--- config.mk ---
export PLATFORM = sky130hd
export DESIGN_NAME = score_bcd_counter
export DESIGN_NICKNAME = d
export VERILOG_FILES = /design/src/rtl/score_pkg.sv /design/src/rtl/bcd_digit_adder.sv /design/src/rtl/score_bcd_counter.sv
export SDC_FILE = /design/constraint.sdc
export NUM_CORES = 1
export LEC_CHECK = 0
export ABC_AREA = 1
export CORE_UTILIZATION = 54
export CTS_BUF_LIST = sky130_fd_sc_hd__clkbuf_8
export DETAILED_ROUTE_END_ITERATION = 7
export HOLD_SLACK_MARGIN = 0.02
export PLACE_DENSITY = 0.83
export SLEW_MARGIN = 20
export SYNTH_ARGS = -nofsm -noshare
export SYNTH_HDL_FRONTEND = slang
export SYNTH_HIERARCHICAL = 1
export SYNTH_SLANG_ARGS = --single-unit
--- constraint.sdc ---
create_clock -name clk -period 3.5 [get_ports clk]
set_input_delay 0.7 -clock clk [delete_from_list [all_inputs] [get_ports clk]]
set_output_delay 0.7 -clock clk [all_outputs]
set_load 0.03 [all_outputs]
--- src/rtl/score_pkg.sv ---
// Shared types and default point values for the BCD score counter.
package score_pkg;

  typedef logic [3:0] bcd_t;
  typedef logic [1:0] pend_t;

  typedef enum logic [1:0] {
    IDLE,
    ADD_ONES,
    ADD_TENS,
    ADD_HUNDREDS
  } score_state_t;

  // Default BCD point values, [11:8]=hundreds, [7:4]=tens, [3:0]=ones
  localparam logic [11:0] PELLET_PTS_DEF = 12'h010;
  localparam logic [11:0] POWER_PTS_DEF  = 12'h050;
  localparam logic [11:0] FRUIT_PTS_DEF  = 12'h100;
  localparam logic [11:0] GHOST_PTS_DEF  = 12'h200;

  // Bit positions of each event type in the packed event/select vectors
  localparam int EV_PELLET = 0;
  localparam int EV_POWER  = 1;
  localparam int EV_FRUIT  = 2;
  localparam int EV_GHOST  = 3;

endpackage

--- src/rtl/bcd_digit_adder.sv ---
// Single BCD digit adder with carry, shared by every digit step of the score add.
module bcd_digit_adder
  import score_pkg::*;
(
  input  bcd_t a,
  input  bcd_t b,
  input  logic carryIn,
  output bcd_t digit,
  output logic carryOut
);

  logic [4:0] sum;
  logic [4:0] sumMinusTen;

  // Binary sum of the two digits, folded back into 0..9 with a decimal carry
  always_comb begin
    sum         = {1'b0, a} + {1'b0, b} + {4'b0000, carryIn};
    sumMinusTen = sum - 5'd10;
    if (sum > 5'd9) begin
      digit    = sumMinusTen[3:0];
      carryOut = 1'b1;
    end else begin
      digit    = sum[3:0];
      carryOut = 1'b0;
    end
  end

endmodule

--- src/rtl/score_bcd_counter.sv ---
// Game score accumulator: queues game events, adds their points one BCD
// digit per cycle, and publishes the score to the display only at frame start.
module score_bcd_counter
  import score_pkg::*;
#(
  parameter logic [11:0] PELLET_PTS = PELLET_PTS_DEF,
  parameter logic [11:0] POWER_PTS  = POWER_PTS_DEF,
  parameter logic [11:0] FRUIT_PTS  = FRUIT_PTS_DEF,
  parameter logic [11:0] GHOST_PTS  = GHOST_PTS_DEF
)
(
  input  logic       clk,
  input  logic       resetN,
  input  logic       startOfFrame,
  input  logic       newGame,
  input  logic       pelletEaten,
  input  logic       powerEaten,
  input  logic       fruitEaten,
  input  logic       ghostEaten,
  output logic [3:0] onesDigit,
  output logic [3:0] tensDigit,
  output logic [3:0] hundredsDigit,
  output logic       busy,
  output logic       scoreSaturated
);

  score_state_t state;
  score_state_t nextState;

  pend_t       pend [4];
  logic [3:0]  events;
  logic [3:0]  select;
  logic [11:0] selAddend;
  logic [11:0] acc;
  logic [11:0] addend;
  logic        carry;

  bcd_t        accDigit;
  bcd_t        addDigit;
  bcd_t        sumDigit;
  logic        sumCarry;

  assign events = {ghostEaten, fruitEaten, powerEaten, pelletEaten};
  assign busy   = (state != IDLE);

  // Pick the highest-priority pending event while idle (ghost > fruit > power > pellet)
  always_comb begin
    select    = 4'b0000;
    selAddend = 12'h000;
    if (state == IDLE && !newGame) begin
      if (pend[EV_GHOST] != 2'd0) begin
        select[EV_GHOST] = 1'b1;
        selAddend        = GHOST_PTS;
      end else if (pend[EV_FRUIT] != 2'd0) begin
        select[EV_FRUIT] = 1'b1;
        selAddend        = FRUIT_PTS;
      end else if (pend[EV_POWER] != 2'd0) begin
        select[EV_POWER] = 1'b1;
        selAddend        = POWER_PTS;
      end else if (pend[EV_PELLET] != 2'd0) begin
        select[EV_PELLET] = 1'b1;
        selAddend         = PELLET_PTS;
      end
    end
  end

  // Route the digit pair for the current add step into the shared adder
  always_comb begin
    accDigit = acc[3:0];
    addDigit = addend[3:0];
    case (state)
      ADD_TENS: begin
        accDigit = acc[7:4];
        addDigit = addend[7:4];
      end
      ADD_HUNDREDS: begin
        accDigit = acc[11:8];
        addDigit = addend[11:8];
      end
      default: ;
    endcase
  end

  bcd_digit_adder digitAdder (
    .a        (accDigit),
    .b        (addDigit),
    .carryIn  (carry),
    .digit    (sumDigit),
    .carryOut (sumCarry)
  );

  // Next-state logic: ones -> tens -> hundreds, newGame always returns to idle
  always_comb begin
    nextState = state;
    case (state)
      IDLE:         if (select != 4'b0000) nextState = ADD_ONES;
      ADD_ONES:     nextState = ADD_TENS;
      ADD_TENS:     nextState = ADD_HUNDREDS;
      ADD_HUNDREDS: nextState = IDLE;
      default:      nextState = IDLE;
    endcase
    if (newGame) nextState = IDLE;
  end

  // FSM state register
  always_ff @(posedge clk or negedge resetN) begin
    if (!resetN) state <= IDLE;
    else         state <= nextState;
  end

  // Pending event counters: saturate at 3, simultaneous increment and consume cancel out
  always_ff @(posedge clk or negedge resetN) begin
    if (!resetN) begin
      for (int i = 0; i < 4; i++) pend[i] <= 2'd0;
    end else if (newGame) begin
      for (int i = 0; i < 4; i++) pend[i] <= 2'd0;
    end else begin
      for (int i = 0; i < 4; i++) begin
        if (events[i] && !select[i]) begin
          if (pend[i] != 2'd3) pend[i] <= pend[i] + 2'd1;
        end else if (!events[i] && select[i]) begin
          pend[i] <= pend[i] - 2'd1;
        end
      end
    end
  end

  // Accumulator datapath: latch addend in idle, then write back one digit per step;
  // once saturated the accumulator is frozen at 999 while events keep draining
  always_ff @(posedge clk or negedge resetN) begin
    if (!resetN) begin
      acc            <= 12'h000;
      addend         <= 12'h000;
      carry          <= 1'b0;
      scoreSaturated <= 1'b0;
    end else if (newGame) begin
      acc            <= 12'h000;
      addend         <= 12'h000;
      carry          <= 1'b0;
      scoreSaturated <= 1'b0;
    end else begin
      case (state)
        IDLE: begin
          if (select != 4'b0000) begin
            addend <= selAddend;
            carry  <= 1'b0;
          end
        end
        ADD_ONES: begin
          if (!scoreSaturated) acc[3:0] <= sumDigit;
          carry <= sumCarry;
        end
        ADD_TENS: begin
          if (!scoreSaturated) acc[7:4] <= sumDigit;
          carry <= sumCarry;
        end
        ADD_HUNDREDS: begin
          if (!scoreSaturated) begin
            if (sumCarry) begin
              acc            <= 12'h999;
              scoreSaturated <= 1'b1;
            end else begin
              acc[11:8] <= sumDigit;
            end
          end
          carry <= 1'b0;
        end
        default: ;
      endcase
    end
  end

  // Display digits refresh only at a frame start that finds the adder idle
  always_ff @(posedge clk or negedge resetN) begin
    if (!resetN) begin
      onesDigit     <= 4'h0;
      tensDigit     <= 4'h0;
      hundredsDigit <= 4'h0;
    end else if (newGame) begin
      onesDigit     <= 4'h0;
      tensDigit     <= 4'h0;
      hundredsDigit <= 4'h0;
    end else if (startOfFrame && state == IDLE) begin
      onesDigit     <= acc[3:0];
      tensDigit     <= acc[7:4];
      hundredsDigit <= acc[11:8];
    end
  end

endmodule

# Word-level counts from Yosys, hierarchy flattened

Index checks and enable logic that the tools add are counted.

Register bits: 48
Output and inout bits: 14

Add/sub/neg operators: 11
Magnitude comparators: 1
Equal/unequal tests: 17
Mux-type cells: 57
Reductions and logical operators: 45

Operators by type and width:

| kind                | number |
|---|---|
| $mux 12             | 6 |
| $mux 4              | 11 |
| $pmux 4 s2          | 4 |
| $mux 2              | 15 |
| $reduce_bool 2->1   | 9 |
| $reduce_bool 3->1   | 6 |
| $mux 8              | 2 |
| $ne 3x2->1 const B  | 5 |
| $mux 1              | 12 |
| $ne 3x3->1 const B  | 4 |
| $reduce_and 2->1    | 6 |
| $logic_and 1x1->1   | 10 |
| $mux 10             | 1 |
| $ne 2x2->1 const B  | 5 |
| $logic_not 1->1     | 9 |
| $mux 9              | 1 |
| $add 2x1->2 const B | 4 |
| $pmux 2 s4          | 1 |
| $reduce_and 4->1    | 2 |
| $sub 2x1->2 const B | 4 |
| $mux 7              | 1 |
| $add 4x4->5         | 1 |
| $add 5x1->5         | 1 |
| $gt 5x4->1 const B  | 1 |
| 9 further kinds     | 10 |

# Longest topological paths before layout

Word-level depth: 10
Depth in mapped cells: 19
Mapped depth without buffers: 19

# By module

The synthesis kept the hierarchy.

Modules (own cells, without submodules):

| module            | times used | cells each | area each (um2) | sequential area each (um2) |
|---|---|---|---|---|
| score_bcd_counter | 1          | 261        | 2,142.1         | 1,001.0 |
| bcd_digit_adder   | 1          | 47         | 300.3           | 0.0 |

# Least setup slack after synthesis

Ideal clock, no wire load.

Path type: register -> register
Start point: register state[0]
End point: register acc[0]
Library setup time: 0.141 ns
Arrival time: 3.153 ns
Data required time: 3.359 ns
Setup slack: 0.206 ns
Cell stages (with the launch flop): 19
Buffers on the path: 0
Period minus slack after synthesis: 3.294 ns
Path through: dfrtp_1 > inv_1 > ha_1 > nor2_1 > a22oi_1 > o21ai_0 > fa_1 > fa_1 > nand2_1 > nand2_2 > ha_1 > a21oi_4 > nand2_4 > nand2_4 > nor2_1 > nand2_1 > o311ai_2 > nand2_1 > o21ai_0

Elaborated cells between the ends (all ways): 19
Classes of those cells: add/sub (3); order compare (1); eq/ne (6); mux (7); reduce/logical (2)

RTL lines:

| item                                  | line                     | text |
|---|---|---|
| start, declared                       | score_bcd_counter.sv:27  | `score_state_t state;` |
| start signal, assigned                | score_bcd_counter.sv:108 | `else state <= nextState;` |
| $eq 2x2->1                            | score_bcd_counter.sv:71  | `case (state)` |
| $pmux 4 s2 (*)                        | score_bcd_counter.sv:71  |  |
| net accDigit[0]                       | score_bcd_counter.sv:38  | `bcd_t accDigit;` |
| $add 4x4->5 (*)                       | bcd_digit_adder.sv:17    | `sum = {1'b0, a} + {1'b0, b} + {4'b0000, carryIn};` |
| $add 5x1->5 (*)                       | bcd_digit_adder.sv:17    |  |
| $gt 5x4->1 (*)                        | bcd_digit_adder.sv:19    | `if (sum > 5'd9) begin` |
| $mux 1 (*)                            | bcd_digit_adder.sv:19    |  |
| net sumCarry                          | score_bcd_counter.sv:41  | `logic sumCarry;` |
| $ne 3x2->1 (no source line) (*)       | -                        |  |
| $reduce_and 4->1 (no source line) (*) | -                        |  |
| end signal, assigned                  | score_bcd_counter.sv:150 | `if (!scoreSaturated) acc[3:0] <= sumDigit;` |
| end, declared                         | score_bcd_counter.sv:34  | `logic [11:0] acc;` |

The timed path passes the listed nets; every way through them passes the cells marked *. The select of a mux whose other input is x is not followed.
A chain may end at the register's enable or synchronous reset.

# Worst setup path in the final report

Start point: register state[0]
End point: register acc[11]

Cells in the longest elaborated chain, start to end: 10
Elaborated cells between the ends (all ways): 16
Classes of those cells: add/sub (3); order compare (1); eq/ne (2); mux (8); reduce/logical (2)

RTL lines:

| item                 | line                     | text |
|---|---|---|
| $eq 2x2->1           | score_bcd_counter.sv:71  |  |
| $pmux 4 s2 (*)       | score_bcd_counter.sv:71  |  |
| net accDigit[0]      | score_bcd_counter.sv:38  |  |
| $add 4x4->5 (*)      | bcd_digit_adder.sv:17    |  |
| $add 5x1->5 (*)      | bcd_digit_adder.sv:17    |  |
| $gt 5x4->1 (*)       | bcd_digit_adder.sv:19    |  |
| $mux 1 (*)           | bcd_digit_adder.sv:19    |  |
| net sumCarry         | score_bcd_counter.sv:41  |  |
| $mux 4 (*)           | score_bcd_counter.sv:159 | `if (sumCarry) begin` |
| $mux 12 (*)          | score_bcd_counter.sv:158 | `if (!scoreSaturated) begin` |
| $mux 4 (*)           | score_bcd_counter.sv:142 | `case (state)` |
| $mux 12 (*)          | score_bcd_counter.sv:136 | `end else if (newGame) begin` |
| end signal, assigned | score_bcd_counter.sv:163 | `acc[11:8] <= sumDigit;` |

Marked as above.

==> results.py <==
metrics = {
    "placed_design": {
        "place.gp.congestion": 0.907,
        "post-dp-hpwl_um": 3820,
        "port_buffers": 21,
    },
    "cells_and_area": {
        "fin_nets": 351,
        "area_growth_pct": 19.0,
        "n_antenna_cell": 0,
        "drive_above_1_share_pct": 15.0,
    },
    "grt": {
        "grt_pass1_vias": 2020,
        "antenna_found_initial": 0,
        "grt_overflow": 0,
        "grt_max_degree": 41,
        "grt_pass1_wl_um": 8980,
        "grt_usage_pct": 23.2,
    },
    "route": {
        "ant_nets": 0,
        "routed_wl_um": 5260,
        "via_per_inst": 5.56,
        "wl_per_cell_um": 13.6,
        "vias": 2148,
        "drtIter0Drc": 153,
        "first_pass_iters": 5,
        "drc": 0,
    },
    "yosys": {
        "syn_nets": 326,
        "synth_edf_count": 0,
        "synth.largest_area_cell": "dfrtp_1",
        "netlist_instances": 308,
        "synth_seq_area_share_pct": 41.0,
        "syn_area_um2": 2440,
        "ys.flop_type": "dfrtp_1",
        "ys_warn_count": 6,
        "synth_most_common_cell": "nand2_1",
        "netlist_top_cells_area": "dfrtp_1, nand2_1, nand3_1, inv_1, ha_1",
        "synth_top_area_share_pct": 41.0,
        "ys_types": 36,
        "async_flop_share_pct": 100,
        "synthTopCellsByCount": "nand2_1, nand3_1, dfrtp_1",
        "ys_seq_elements": 40,
        "synth_area_per_cell_um2": 7.93,
    },
    "critical_path": {
        "endpoint_kind": "register",
        "worstRegToRegCells": 19,
        "arrival_ns": 3.49,
        "required_ns": 3.67,
        "worst-setup-path-type": "register to register",
        "worstPathMaxFanout": 7,
        "crit_path_start_kind": "register",
    },
    "timing": {
        "post-route-period-util_pct": 94.9,
        "hold_viol_final": 0,
        "fmax_mhz": 301,
        "tightest_slew_ns": 0.845,
        "tns_ns": 0,
        "drv_slew": 0,
        "fin_skew_ns": 0.00597,
        "timing.final.crit_period_ns": 3.32,
        "final-setup-viol-count": 0,
        "relSlewSlack_pct": 43.7,
    },
    "clock_tree": {
        "worst_skew_pair.late_latency_ns": 0.30,
        "cts_buffer_depth": 2,
        "hold_buffers": 0,
        "clock_sink_count": 40,
        "cts_root_buf": "clkbuf_8",
        "h-tree-depth": 2,
        "cts_tree": "yes",
        "numCtsBuffers": 5,
        "clk_pin_slew_ns": 0.08,
    },
    "run": {
        "drv_cap": 0,
    },
    "floorplanning": {
        "start_util_pct": 56.1,
        "dieArea_um2": 4800,
        "num_rows": 24,
        "io_pins": 22,
        "die_height_um": 69.3,
        "design.core.area_um2": 4350,
        "die_x_um": 69.3,
    },
    "power": {
        "p_total_mw": 2.42,
        "cellPowerDensity_nw_per_um2": 832,
        "total_leakage_power_nw": 1.47,
        "ir_worst_vdd_v": 0.000452,
    },
    "outcome": {
        "status": "complete, no violations",
    },
    "worst_hold_path": {
        "hold_path.class": "input pin to asynchronous set/reset pin",
    },
}
-- final cells by class --
class / count / area [µm²]
sequential: 40 / 1000
multi-input combinational: 218 / 1280
tap: 52 / 65.1
clock inverter: 3 / 90.1
inverter: 43 / 166
timing repair buffer: 25 / 235
fill: 364 / 1450
clock buffer: 5 / 68.8
-- stage by stage --
stage	util [%]	hold slack, ns	cell area, µm²	setup WS [ns]	std cells
2_1_floorplan	-	0.404	2440	0.206	308
3_3_place_gp	62.1	0.478	2700	0.137	378
5_1_grt	66.7	0.544	2910	-0.00681	386
4_1_cts	65.8	0.504	2860	0.0164	386
6_report	66.7	0.499	2910	0.179	386
3_5_place_dp	62.1	0.487	2700	-0.00671	378
-- sequential cells by signal (all words and copies together), names as in the netlist --
signal and cells:
state 2, carry 1, acc 12, addend 4
scoreSaturated 1, hundredsDigit 4, tensDigit 4, onesDigit 4
pend 8
-- cells in the final DEF (no fill, tap or decap), types with 2 or more instances in the layout --
cell	n
bufinv_16	3
o21ai_1	11
ha_2	2
nand2_2	9
nand3_2	3
dfrtp_1	40
inv_2	4
buf_4	4
o21ai_0	16
clkinv_1	2
o211ai_1	3
nand2_4	3
clkbuf_8	5
a21oi_1	5
nor2_2	2
clkdlybuf4s50_1	20
ha_1	5
nand4_1	3
nand3_1	47
nor2_4	2
a22oi_1	4
nor2_1	16
inv_1	36
nand2_1	71
a21oi_2	2
-- power by group --
group	internal [mW]	switching [mW]
clock	0.357	0.169
combinational	0.427	0.774
sequential	0.590	0.100
total	1.37	1.04
-- worst paths after layout --
check	start	end	slack, ns
worst max-delay path	state[0]$_DFFE_PN0P_	acc[11]$_DFFE_PN0P_	0.18
worst min-delay path	resetN	pend[5]$_DFFE_PN0P_	0.50
worst max register to register	state[0]$_DFFE_PN0P_	acc[11]$_DFFE_PN0P_	0.18
worst min register to register	addend[9]$_DFFE_PN0P_	addend[9]$_DFFE_PN0P_	0.50
max in group asynchronous	resetN	state[0]$_DFFE_PN0P_	2.47
min in group clk	addend[9]$_DFFE_PN0P_	addend[9]$_DFFE_PN0P_	0.50
-- what timing repair did --
item | 4_1_cts | 5_1_grt
gates cloned | 0 | 0
pin swaps | 0 | 0
resized for setup | 1 | 11
endpoints found under the setup margin | 7 | 13
buffers inserted | 0 | 0
-- cell families (layout without fill, tap and decap cells) --
| logic type | count (synthesis) | count (layout) | synth area share (%) |
|---|---|---|---|
| simple gates | 161 | 161 | 32.8 |
| buf+inv | 50 | 76 | 8.45 |
| compound gates | 46 | 46 | 11.9 |
| flops | 40 | 40 | 41.0 |
| fa+ha+maj | 10 | 10 | 5.74 |
| other cells | 1 | 1 | 0.154 |
-- per-layer routing --
layer  GRT usage [%]  vias to the layer above  wire length [µm]
met2            38.7                       61              2620
met3            3.63                       12               224
li1                -                     1062                 -
met5               0                        -                 0
met1            30.9                     1013              2310
met4            7.71                        0               105
-- critical path: stages, from the launching register on --
cell and delay (ns):
dfrtp_1 0.43, inv_2 0.12, ha_4 0.18, nor2_1 0.06, a22oi_1 0.12, o21ai_0 0.17
fa_2 0.45, fa_1 0.39, inv_1 0.08, nand2_2 0.06, nand2_2 0.10, ha_2 0.24
a21oi_4 0.05, nand2_4 0.09, nand2_4 0.05, buf_4 0.16, nand2_1 0.06, nand2_1 0.07
o211ai_1 0.20, o21ai_0 0.13
(Power assumes the default switching activity.)
